[config.mk]
export PLATFORM = sky130hd
export DESIGN_NAME = canny_row_fetch_sched
export DESIGN_NICKNAME = d
export VERILOG_FILES = /design/src/rtl/canny_pkg.sv /design/src/rtl/canny_addr_gen.sv /design/src/rtl/canny_row_fetch_sched.sv
export SDC_FILE = /design/constraint.sdc
export NUM_CORES = 1
export LEC_CHECK = 0
export ABC_AREA = 1
export BUFFER_PORTS_ARGS = -buffer_cell sky130_fd_sc_hd__buf_2
export CAP_MARGIN = 40
export CORE_ASPECT_RATIO = 1.1
export CORE_UTILIZATION = 35
export DETAILED_ROUTE_END_ITERATION = 10
export SETUP_SLACK_MARGIN = 0.3
export SLEW_MARGIN = 0
export SYNTH_ARGS = -nofsm -noshare
export SYNTH_HDL_FRONTEND = slang
export SYNTH_SLANG_ARGS = --single-unit
[constraint.sdc]
create_clock -name clk -period 2.65 [get_ports clk]
set_clock_uncertainty 0.2 [all_clocks]
set_input_delay 0.53 -clock clk [delete_from_list [all_inputs] [get_ports clk]]
set_output_delay 0.53 -clock clk [all_outputs]
set_load 0.01 [all_outputs]
[src/rtl/canny_pkg.sv]
// Shared types and default geometry for the canny line-buffer fetch path.
package canny_pkg;

  localparam int DEF_ADDR_W    = 20;
  localparam int DEF_ROW_WORDS = 256;
  localparam int DEF_WIN_ROWS  = 4;

  typedef enum logic [1:0] {
    IDLE  = 2'd0,
    FETCH = 2'd1,
    DRAIN = 2'd2,
    DONE  = 2'd3
  } sched_state_t;

  typedef logic [2:0] tap_t;

endpackage

[src/rtl/canny_addr_gen.sv]
// Column base register with end-of-row skip, and per-tap row-offset address.
module canny_addr_gen
  import canny_pkg::*;
#(
  parameter int ADDR_W     = DEF_ADDR_W,
  parameter int ROW_WORDS  = DEF_ROW_WORDS,
  parameter int START_ADDR = 768,
  parameter int ROW_SKIP   = 1
) (
  input  logic              clk,
  input  logic              reset,
  input  logic              i_load,
  input  logic              i_advance,
  input  tap_t              i_tap,
  output logic [7:0]        o_col,
  output logic [ADDR_W-1:0] o_addr,
  output logic [ADDR_W:0]   o_next_base
);

  localparam int              ROW_SH    = $clog2(ROW_WORDS);
  localparam logic [ADDR_W-1:0] START_V = ADDR_W'(START_ADDR);
  localparam logic [ADDR_W:0] ROW_MASK  = (ADDR_W+1)'(ROW_WORDS - 1);
  localparam logic [ADDR_W:0] SKIP_STEP = (ADDR_W+1)'(ROW_SKIP * ROW_WORDS);
  localparam logic [ADDR_W:0] ONE       = (ADDR_W+1)'(1);

  logic [ADDR_W-1:0] r_base;
  logic [ADDR_W:0]   w_base_x;
  logic              w_eor;

  assign w_base_x    = {1'b0, r_base};
  assign w_eor       = (w_base_x & ROW_MASK) == ROW_MASK;
  // One extra bit so a frame ending at the top of the address space still compares correctly.
  assign o_next_base = w_eor ? (w_base_x + ONE + SKIP_STEP) : (w_base_x + ONE);
  assign o_addr      = r_base - (ADDR_W'(i_tap) << ROW_SH);
  assign o_col       = r_base[7:0];

  always_ff @(posedge clk) begin
    if (reset || i_load) begin
      r_base <= START_V;
    end else if (i_advance) begin
      r_base <= o_next_base[ADDR_W-1:0];
    end
  end

endmodule

[src/rtl/canny_row_fetch_sched.sv]
// Read-address scheduler for the canny line-buffer fetch: WIN_ROWS taps per column.
// Optional counters o_stall_cycles / o_cols_done when CANNY_SCHED_STATS_EN is defined.
module canny_row_fetch_sched
  import canny_pkg::*;
#(
  parameter int ADDR_W     = DEF_ADDR_W,
  parameter int ROW_WORDS  = DEF_ROW_WORDS,
  parameter int WIN_ROWS   = DEF_WIN_ROWS,
  parameter int START_ADDR = 768,
  parameter int END_ADDR   = 65535,
  parameter int ROW_SKIP   = 1
) (
  input  logic              clk,
  input  logic              reset,
  input  logic              i_start,
  input  logic              i_stall,
  output logic [ADDR_W-1:0] o_rd_addr,
  output logic              o_rd_en,
  output logic              o_rd_valid,
  output logic [2:0]        o_rd_tap,
  output logic [7:0]        o_col_pos,
  output logic              o_col_last,
  output logic              o_busy,
  output logic              o_frame_done
`ifdef CANNY_SCHED_STATS_EN
  ,
  output logic [31:0]       o_stall_cycles,
  output logic [23:0]       o_cols_done
`endif
);

  localparam tap_t            TAP_LAST = tap_t'(WIN_ROWS - 1);
  localparam logic [ADDR_W:0] END_V    = (ADDR_W+1)'(END_ADDR);

  sched_state_t      r_state, w_next_state;
  tap_t              r_tap;
  logic              w_issue, w_col_end, w_start_ok;
  logic [7:0]        w_col;
  logic [ADDR_W-1:0] w_addr;
  logic [ADDR_W:0]   w_next_base;
  logic              r_rd_valid, r_col_last;
  tap_t              r_rd_tap;
  logic [7:0]        r_col_pos;

  assign w_start_ok = (r_state == IDLE) && i_start;
  assign w_issue    = (r_state == FETCH) && !i_stall;
  assign w_col_end  = w_issue && (r_tap == TAP_LAST);

  canny_addr_gen #(
    .ADDR_W     (ADDR_W),
    .ROW_WORDS  (ROW_WORDS),
    .START_ADDR (START_ADDR),
    .ROW_SKIP   (ROW_SKIP)
  ) u_addr_gen (
    .clk         (clk),
    .reset       (reset),
    .i_load      (w_start_ok),
    .i_advance   (w_col_end),
    .i_tap       (r_tap),
    .o_col       (w_col),
    .o_addr      (w_addr),
    .o_next_base (w_next_base)
  );

  always_ff @(posedge clk) begin
    if (reset) r_state <= IDLE;
    else       r_state <= w_next_state;
  end

  always_comb begin
    w_next_state = r_state;
    case (r_state)
      IDLE:    if (i_start) w_next_state = FETCH;
      FETCH:   if (w_col_end && (w_next_base > END_V)) w_next_state = DRAIN;
      DRAIN:   w_next_state = DONE;
      DONE:    w_next_state = IDLE;
      default: w_next_state = IDLE;
    endcase
  end

  always_comb begin
    o_rd_en      = w_issue;
    o_rd_addr    = (r_state == FETCH) ? w_addr : '0;
    o_busy       = (r_state == FETCH) || (r_state == DRAIN);
    o_frame_done = (r_state == DONE);
  end

  always_ff @(posedge clk) begin
    if (reset || w_start_ok) begin
      r_tap <= '0;
    end else if (w_issue) begin
      r_tap <= w_col_end ? tap_t'(0) : r_tap + tap_t'(1);
    end
  end

  // Tag pipeline matches the one-cycle SRAM read latency; reset drops anything in flight.
  always_ff @(posedge clk) begin
    if (reset) begin
      r_rd_valid <= 1'b0;
      r_rd_tap   <= '0;
      r_col_pos  <= '0;
      r_col_last <= 1'b0;
    end else begin
      r_rd_valid <= w_issue;
      r_rd_tap   <= r_tap;
      r_col_pos  <= w_col;
      r_col_last <= (r_tap == TAP_LAST);
    end
  end

  assign o_rd_valid = r_rd_valid;
  assign o_rd_tap   = r_rd_tap;
  assign o_col_pos  = r_col_pos;
  assign o_col_last = r_col_last;

`ifdef CANNY_SCHED_STATS_EN
  logic [31:0] r_stall_cycles;
  logic [23:0] r_cols_done;

  always_ff @(posedge clk) begin
    if (reset || w_start_ok) begin
      r_stall_cycles <= '0;
      r_cols_done    <= '0;
    end else begin
      if ((r_state == FETCH) && i_stall && (r_stall_cycles != '1))
        r_stall_cycles <= r_stall_cycles + 32'd1;
      if (w_col_end && (r_cols_done != '1))
        r_cols_done <= r_cols_done + 24'd1;
    end
  end

  assign o_stall_cycles = r_stall_cycles;
  assign o_cols_done    = r_cols_done;
`endif

endmodule

==> flow_summary.yaml, run 1 <==
drt:
  ant_nets: 0
  avgViaCountPerCell: 4.75
  routed_wirelength_um: 8930
  drt_pass1_iterations: 4
  dr_total_vias: 3199
  drc: 0
  wire_per_inst_um: 13.2
  first_iter_violations: 111
worst_setup_path:
  required_ns: 1.92
  cp_max_fo: 3
  end_kind: "primary output"
  crit_type: "register to primary output"
  start_kind: "register"
  cp_data_arrival_time_ns: 2.13
clocking:
  insertion_delay_ns: 0.30
  cts_tree: "done"
  path_clk_slew_ns: 0.08
  clock_path_buffers: 2
  numCtsBuffers: 5
  h-tree-depth: 2
  cts.sinks: 38
  cts_root_buf: "clkbuf_8"
  cts_hold_buf: 0
pwr:
  seqPwrFrac_pct: 33.8
  comb_power_share_pct: 33.4
  power_density_nw_per_um2: 435
  ir_worst_vdd_mv: 0.273
  intPower_mw: 1.23
  p_sw_share_pct: 33.4
  p_clk_share_pct: 32.9
  p_switching_mw: 0.620
  leakagePower_nw: 1.98
global_route:
  grt_pass1_vias: 2924
  grtUsageTotal_pct: 22.0
  antenna_found_initial: 0
  grt_max_degree: 18
  grt_overflow: 0
  grt_pass1_wl_um: 14000
die:
  pin_count: 40
  die_w_um: 86.7
  start_util_pct: 36.6
  die_y_um: 95.2
  core_area_um2: 7560
  row_count: 33
  die_area_um2: 8250
synth:
  ys_types: 33
  ys.warnings.count: 0
  async_reset_ff_share_pct: 0
  syn-num-nets: 472
  syn-cell-area_um2: 2760
  synthesis.instances: 454
  ys.flop_type: "dfxtp_1"
  synth-edff-count: 0
  synth.yosys.seq_area_share_pct: 27.5
  avgSynthCellArea_um2: 6.09
  ys_ff_latch: 38
final_layout:
  area_growth_pct: 54.3
  stdcell_area_um2: 4260
  drive_gt1_share_pct: 45.0
  fin_nets: 586
  layout_common_cells: "nand2_1 (100), buf_4 (66), inv_1 (54)"
  antenna_cells: 0
  final_common_cell: "nand2_1"
run_status:
  violations: "setup timing"
  status: "finished, violations left"
timing:
  slew_headroom_pct: 63.7
  fmax_ghz: 0.350
  setup_ws_ns: -0.207
  hold_slack_ns: 0.320
  tightest_slew_ns: 0.544
  hold_violations: 0
  slew_viol_final: 0
  setup_viol: 11
  fin_crit_sh_pct: 108
  rsz0062_at_grt: "yes"
  fin_crit_ns: 2.86
min_path:
  hold_path_class: "primary input to register"
place:
  hpwl_um: 6680
  place_area_um2: 3500
  gp_congestion: 0.900
  port_buffers: 39
run:
  maxCapViolCount: 0
-- layer usage --
metal  vias up  track usage, %  routed length, µm
met1      1453            27.7               4150
li1       1668               -                  -
met5         -               0                  0
met3        14            3.46                304
met4         0            7.78                166
met2        64            37.9               4310
-- final cells by class --
| class | instances | area [µm²] |
|---|---|---|
| fillers | 743 | 3290 |
| multi-input cells | 341 | 2120 |
| repair buffers | 117 | 826 |
| flip-flops and latches | 38 | 791 |
| inverters | 65 | 251 |
| well taps | 105 | 131 |
| clock buffers | 5 | 68.8 |
| clock inverters | 3 | 68.8 |
-- registers in the layout, indices dropped and copies added, names as in the netlist --
name,flops
o_col_pos,8
o_rd_tap,3
u_addr_gen.r_base,20
r_tap,3
o_col_last,1
o_rd_valid,1
r_state,2
-- power groups by stage --
stage	sequential (mW)	combinational, mW	clock [mW]
2_1_floorplan	0.640	0.325	0
3_3_place_gp	0.638	0.509	0
3_5_place_dp	0.641	0.519	0
4_1_cts	0.629	0.581	0.620
5_1_grt	0.632	0.686	0.647
6_report	0.626	0.618	0.610
-- cells by family after synthesis --
kind of cell	share of synthesized area (%)
AOI/OAI and AO/OA	10.8
xor gates and xnor gates	1.59
adders and majority gates	6.61
buffers and inverters	10.7
DFF	27.5
and+or+nand+nor	42.8
-- what timing repair did --
item	4_1_cts	5_1_grt
pin swaps	30	40
gates resized for setup	37	85
buffers inserted	18	11
endpoints found under the setup margin	16	31
-- stage by stage --
stage          TNS, ns  std cells  setup slack [ns]  power [mW]  util (%)
2_1_floorplan        0        454             0.109       0.965         -
3_3_place_gp   -0.0663        637           -0.0320        1.15      46.3
3_5_place_dp    -0.198        637           -0.0854        1.16      46.3
4_1_cts         -0.680        663            -0.200        1.83      51.3
5_1_grt          -2.61        674            -0.366        1.97      56.4
6_report         -1.03        674            -0.207        1.85      56.4
-- worst paths after layout --
kind	start	end	slack, ns	cells after the start
worst max-delay path	r_tap[2]	o_rd_addr[19]	-0.21	12
worst min-delay path	i_stall	r_tap[0]	0.32	4
worst max register to register	u_addr_gen.r_base[8]	r_state[1]	-0.04	17
worst min register to register	r_state[1]	r_state[1]	0.34	2
-- cells in the mapped netlist (3+ instances only) --
master    number  area (µm²)
dfxtp_1       38         761
nand4_1       11        68.8
o21ai_0       23         115
nand3_1       34         170
a21oi_1       18        90.1
buf_2          3        15.0
nor2_4         4        45.0
nor3_1         3        15.0
nor2_2        10        62.6
clkbuf_1       3        11.3
ha_1          13         163
inv_1         59         221
nand2_1      131         492
inv_2          4        15.0
nand2_2        8        50.1
nor2_1        60         225
xor2_1         5        43.8
o22ai_1        6        37.5
-- critical path, cell delays in order, from the launching register on --
cell      delay (ns)
dfxtp_2         0.33
inv_2           0.04
ha_4            0.24
nand2_2         0.06
nor2_2          0.03
a211oi_2        0.23
nand3_2         0.15
nor3_2          0.17
nand3_1         0.13
nor2_2          0.12
o21ai_1         0.08
a21oi_2         0.11
buf_2           0.13
Note: power is estimated with default switching activity, not from simulation.
==> run 2, diff against run 1 <==
--- a/config.mk
+++ b/config.mk
@@ -5,11 +5,11 @@
 export SDC_FILE = /design/constraint.sdc
 export NUM_CORES = 1
 export LEC_CHECK = 0
-export ABC_AREA = 1
+export ABC_AREA = 0
 export BUFFER_PORTS_ARGS = -buffer_cell sky130_fd_sc_hd__buf_2
 export CAP_MARGIN = 40
 export CORE_ASPECT_RATIO = 1.1
-export CORE_UTILIZATION = 35
+export CORE_UTILIZATION = 40
 export DETAILED_ROUTE_END_ITERATION = 10
 export SETUP_SLACK_MARGIN = 0.3
 export SLEW_MARGIN = 0
==> run 2 against run 1 <==
Net effect:
- highest routed layer unchanged
- clock power rose by 0.8%
- combinational power fell by 50%
- worst setup slack got worse by 0.44 ns
- routed wire length fell by 13%
- utilization rose by 3.3 points
- via count fell by 13%
- the run still ends with setup timing left
- non-clock buffer count rose by 7
- sequential power fell by 4.2%
==> flow_summary.yaml, run 2 <==
pwr:
  p_clk_share_pct: 40.4
  power_density_nw_per_um2: 389
  p_sw_share_pct: 28.0
  leakagePower_nw: 1.67
  seqPwrFrac_pct: 39.5
  comb_power_share_pct: 20.1
  ir_worst_vdd_mv: 0.281
  intPower_mw: 1.10
  p_switching_mw: 0.426
synth:
  synth.most_common_cell: "dfxtp_1"
  synth-edff-count: 0
  ys.flop_type: "dfxtp_1"
  syn-cell-area_um2: 2710
  avgSynthCellArea_um2: 7.84
  ys.warnings.count: 0
  yosysTopAreaCell: "dfxtp_1"
  ys_types: 58
  synthesis.instances: 345
  synth_common_cells: "dfxtp_1 (38), nor2_1 (29), nand2_1 (25)"
  async_reset_ff_share_pct: 0
  syn-num-nets: 363
  ys_ff_latch: 38
  synth_top_area_share_pct: 28.1
  ys_top_cells_by_area: "dfxtp_1 (28%), ha_1 (6.0%), xor2_1 (5.8%), and2_1 (4.9%), nor2_1 (4.0%)"
  synth.yosys.seq_area_share_pct: 28.1
worst_setup_path:
  reg2reg_to: "r_state[1]"
  start_kind: "register"
  crit_type: "register to register"
  cp_data_arrival_time_ns: 3.32
  ff2ff_path_depth: 13
  r2r-start: "u_addr_gen.r_base[1]"
  required_ns: 2.68
  end_kind: "register"
  r2r_setup_slack_ns: -0.65
  cp_max_fo: 5
global_route:
  grt_max_degree: 19
  antenna_found_initial: 0
  grt_pass1_wl_um: 12400
  grtUsageTotal_pct: 23.2
  grt_overflow: 0
  grt_pass1_vias: 2512
die:
  pin_count: 40
  row_count: 31
  die_area_um2: 7100
  start_util_pct: 41.3
  die_w_um: 80.4
  die_y_um: 88.3
  core_area_um2: 6560
timing:
  fmax_ghz: 0.303
  hold_violations: 0
  rsz0062_at_grt: "yes"
  slew_headroom_pct: 62.8
  fin_crit_ns: 3.30
  setup_ws_ns: -0.647
  slew_viol_final: 0
  setup_viol: 14
  fin_crit_sh_pct: 124
  tightest_slew_ns: 0.553
final_layout:
  area_growth_pct: 44.6
  n_fill_cell: 580
  largest_register: "u_addr_gen.r_base"
  fin_nets: 465
  drive_gt1_share_pct: 40.8
  layout_common_cells: "buf_4 (80), buf_2 (37), dfxtp_1 (30)"
  utilization_pct: 59.7
  antenna_cells: 0
  stdcell_area_um2: 3910
  largest_register_ffs: 20
  final_common_cell: "buf_4"
place:
  place_area_um2: 3560
  hpwl_um: 5810
  gp_congestion: 0.979
  port_buffers: 39
drt:
  dr_total_vias: 2789
  drc: 0
  first_iter_violations: 135
  ant_nets: 0
  wire_per_inst_um: 14.6
  routed_wirelength_um: 7740
  drt_pass1_iterations: 4
  avgViaCountPerCell: 5.26
clocking:
  numCtsBuffers: 5
  path_clk_slew_ns: 0.08
  clock_path_buffers: 2
  cts_root_buf: "clkbuf_8"
  h-tree-depth: 2
  cts_tree: "done"
  cts_hold_buf: 0
  insertion_delay_ns: 0.31
  cts.sinks: 38
min_path:
  hold_path_class: "register to register"
  hold_depth: 2
  hold_end: "r_tap[1]"
  min_from: "r_tap[1]"
run:
  maxCapViolCount: 0
run_status:
  status: "finished, violations left"
  violations: "setup timing"
==> run 2: cell count changes after synthesis, moves of 10 or more <==
cell | previous run | this run
nor2b_1 | 0 | 14
nand2_1 | 131 | 25
clkbuf_1 | 3 | 19
nor2_2 | 10 | 0
nand3_1 | 34 | 12
inv_1 | 59 | 9
nor2_1 | 60 | 29
xor2_1 | 5 | 18
and2_1 | 0 | 21
==> run 2: per-layer routing <==
layer | global-route usage [%] | wire (µm)
met4 | 6.82 | 144
met5 | 0 | 0
met1 | 29.7 | 3440
met2 | 39.4 | 3730
met3 | 4.64 | 424
==> run 2: kinds of logic after synthesis <==
family	synth area share, %
AOI/OAI and AO/OA	15.3
xor gates and xnor gates	8.74
adders and majority gates	6.75
buffers and inverters	6.24
DFF	28.1
muxes	1.53
and+or+nand+nor	33.3
==> run 2: power by group through the flow <==
stage | Clock (mW) | Sequential, mW | Combinational [mW]
final | 0.615 | 0.600 | 0.306
after global routing | 0.654 | 0.604 | 0.339
after CTS | 0.623 | 0.601 | 0.308
after detailed placement | 0 | 0.616 | 0.303
after global placement | 0 | 0.615 | 0.295
after floorplan | 0 | 0.615 | 0.176
==> run 2: layout make-up <==
class	instances	area (µm²)	area share, %
multi-input cells	269	1980	50.7
repair buffers	124	877	22.4
flip-flops and latches	38	776	19.8
well taps	82	103	2.62
clock buffers	5	68.8	1.76
clock inverters	3	68.8	1.76
inverters	9	36.3	0.927
==> run 2: per-stage QoR <==
step	hold WS (ns)	total power, mW	cells	TNS (ns)	setup slack, ns
floorplan	0.253	0.792	345	-1.37	-0.632
CTS	0.281	1.53	528	-3.24	-0.626
global placement	0.270	0.910	513	-1.54	-0.569
detailed placement	0.269	0.918	513	-1.87	-0.689
finish	0.270	1.52	530	-3.16	-0.647
global route	0.303	1.60	530	-4.99	-0.820
==> run 2: worst max path at each step <==
stage,end,depth (start not counted),slack [ns],start
CTS,r_state[1],13,-0.63,u_addr_gen.r_base[0]
floorplan,r_state[0],14,-0.63,u_addr_gen.r_base[2]
detailed placement,r_state[1],14,-0.69,u_addr_gen.r_base[1]
global route,r_state[1],13,-0.82,u_addr_gen.r_base[3]
global placement,r_state[1],14,-0.57,u_addr_gen.r_base[1]
finish,r_state[1],13,-0.65,u_addr_gen.r_base[1]
==> run 2: critical path, cell delays in order, from the launching register on <==
cell and delay [ns]:
dfxtp_4 0.37, ha_4 0.13, and2_4 0.14, nand3_2 0.09
xnor2_1 0.14, ha_2 0.20, and3b_1 0.25, o2111ai_4 0.16
or3b_4 0.44, a2111oi_4 0.35, a211oi_2 0.07, a222oi_1 0.32
buf_4 0.19, mux2i_1 0.16
==> run 2: repair_timing <==
item                                    4_1_cts  5_1_grt
buffers inserted                              7        2
pin swaps                                    13        8
gates resized for setup                      25        8
endpoints found under the setup margin       18       20
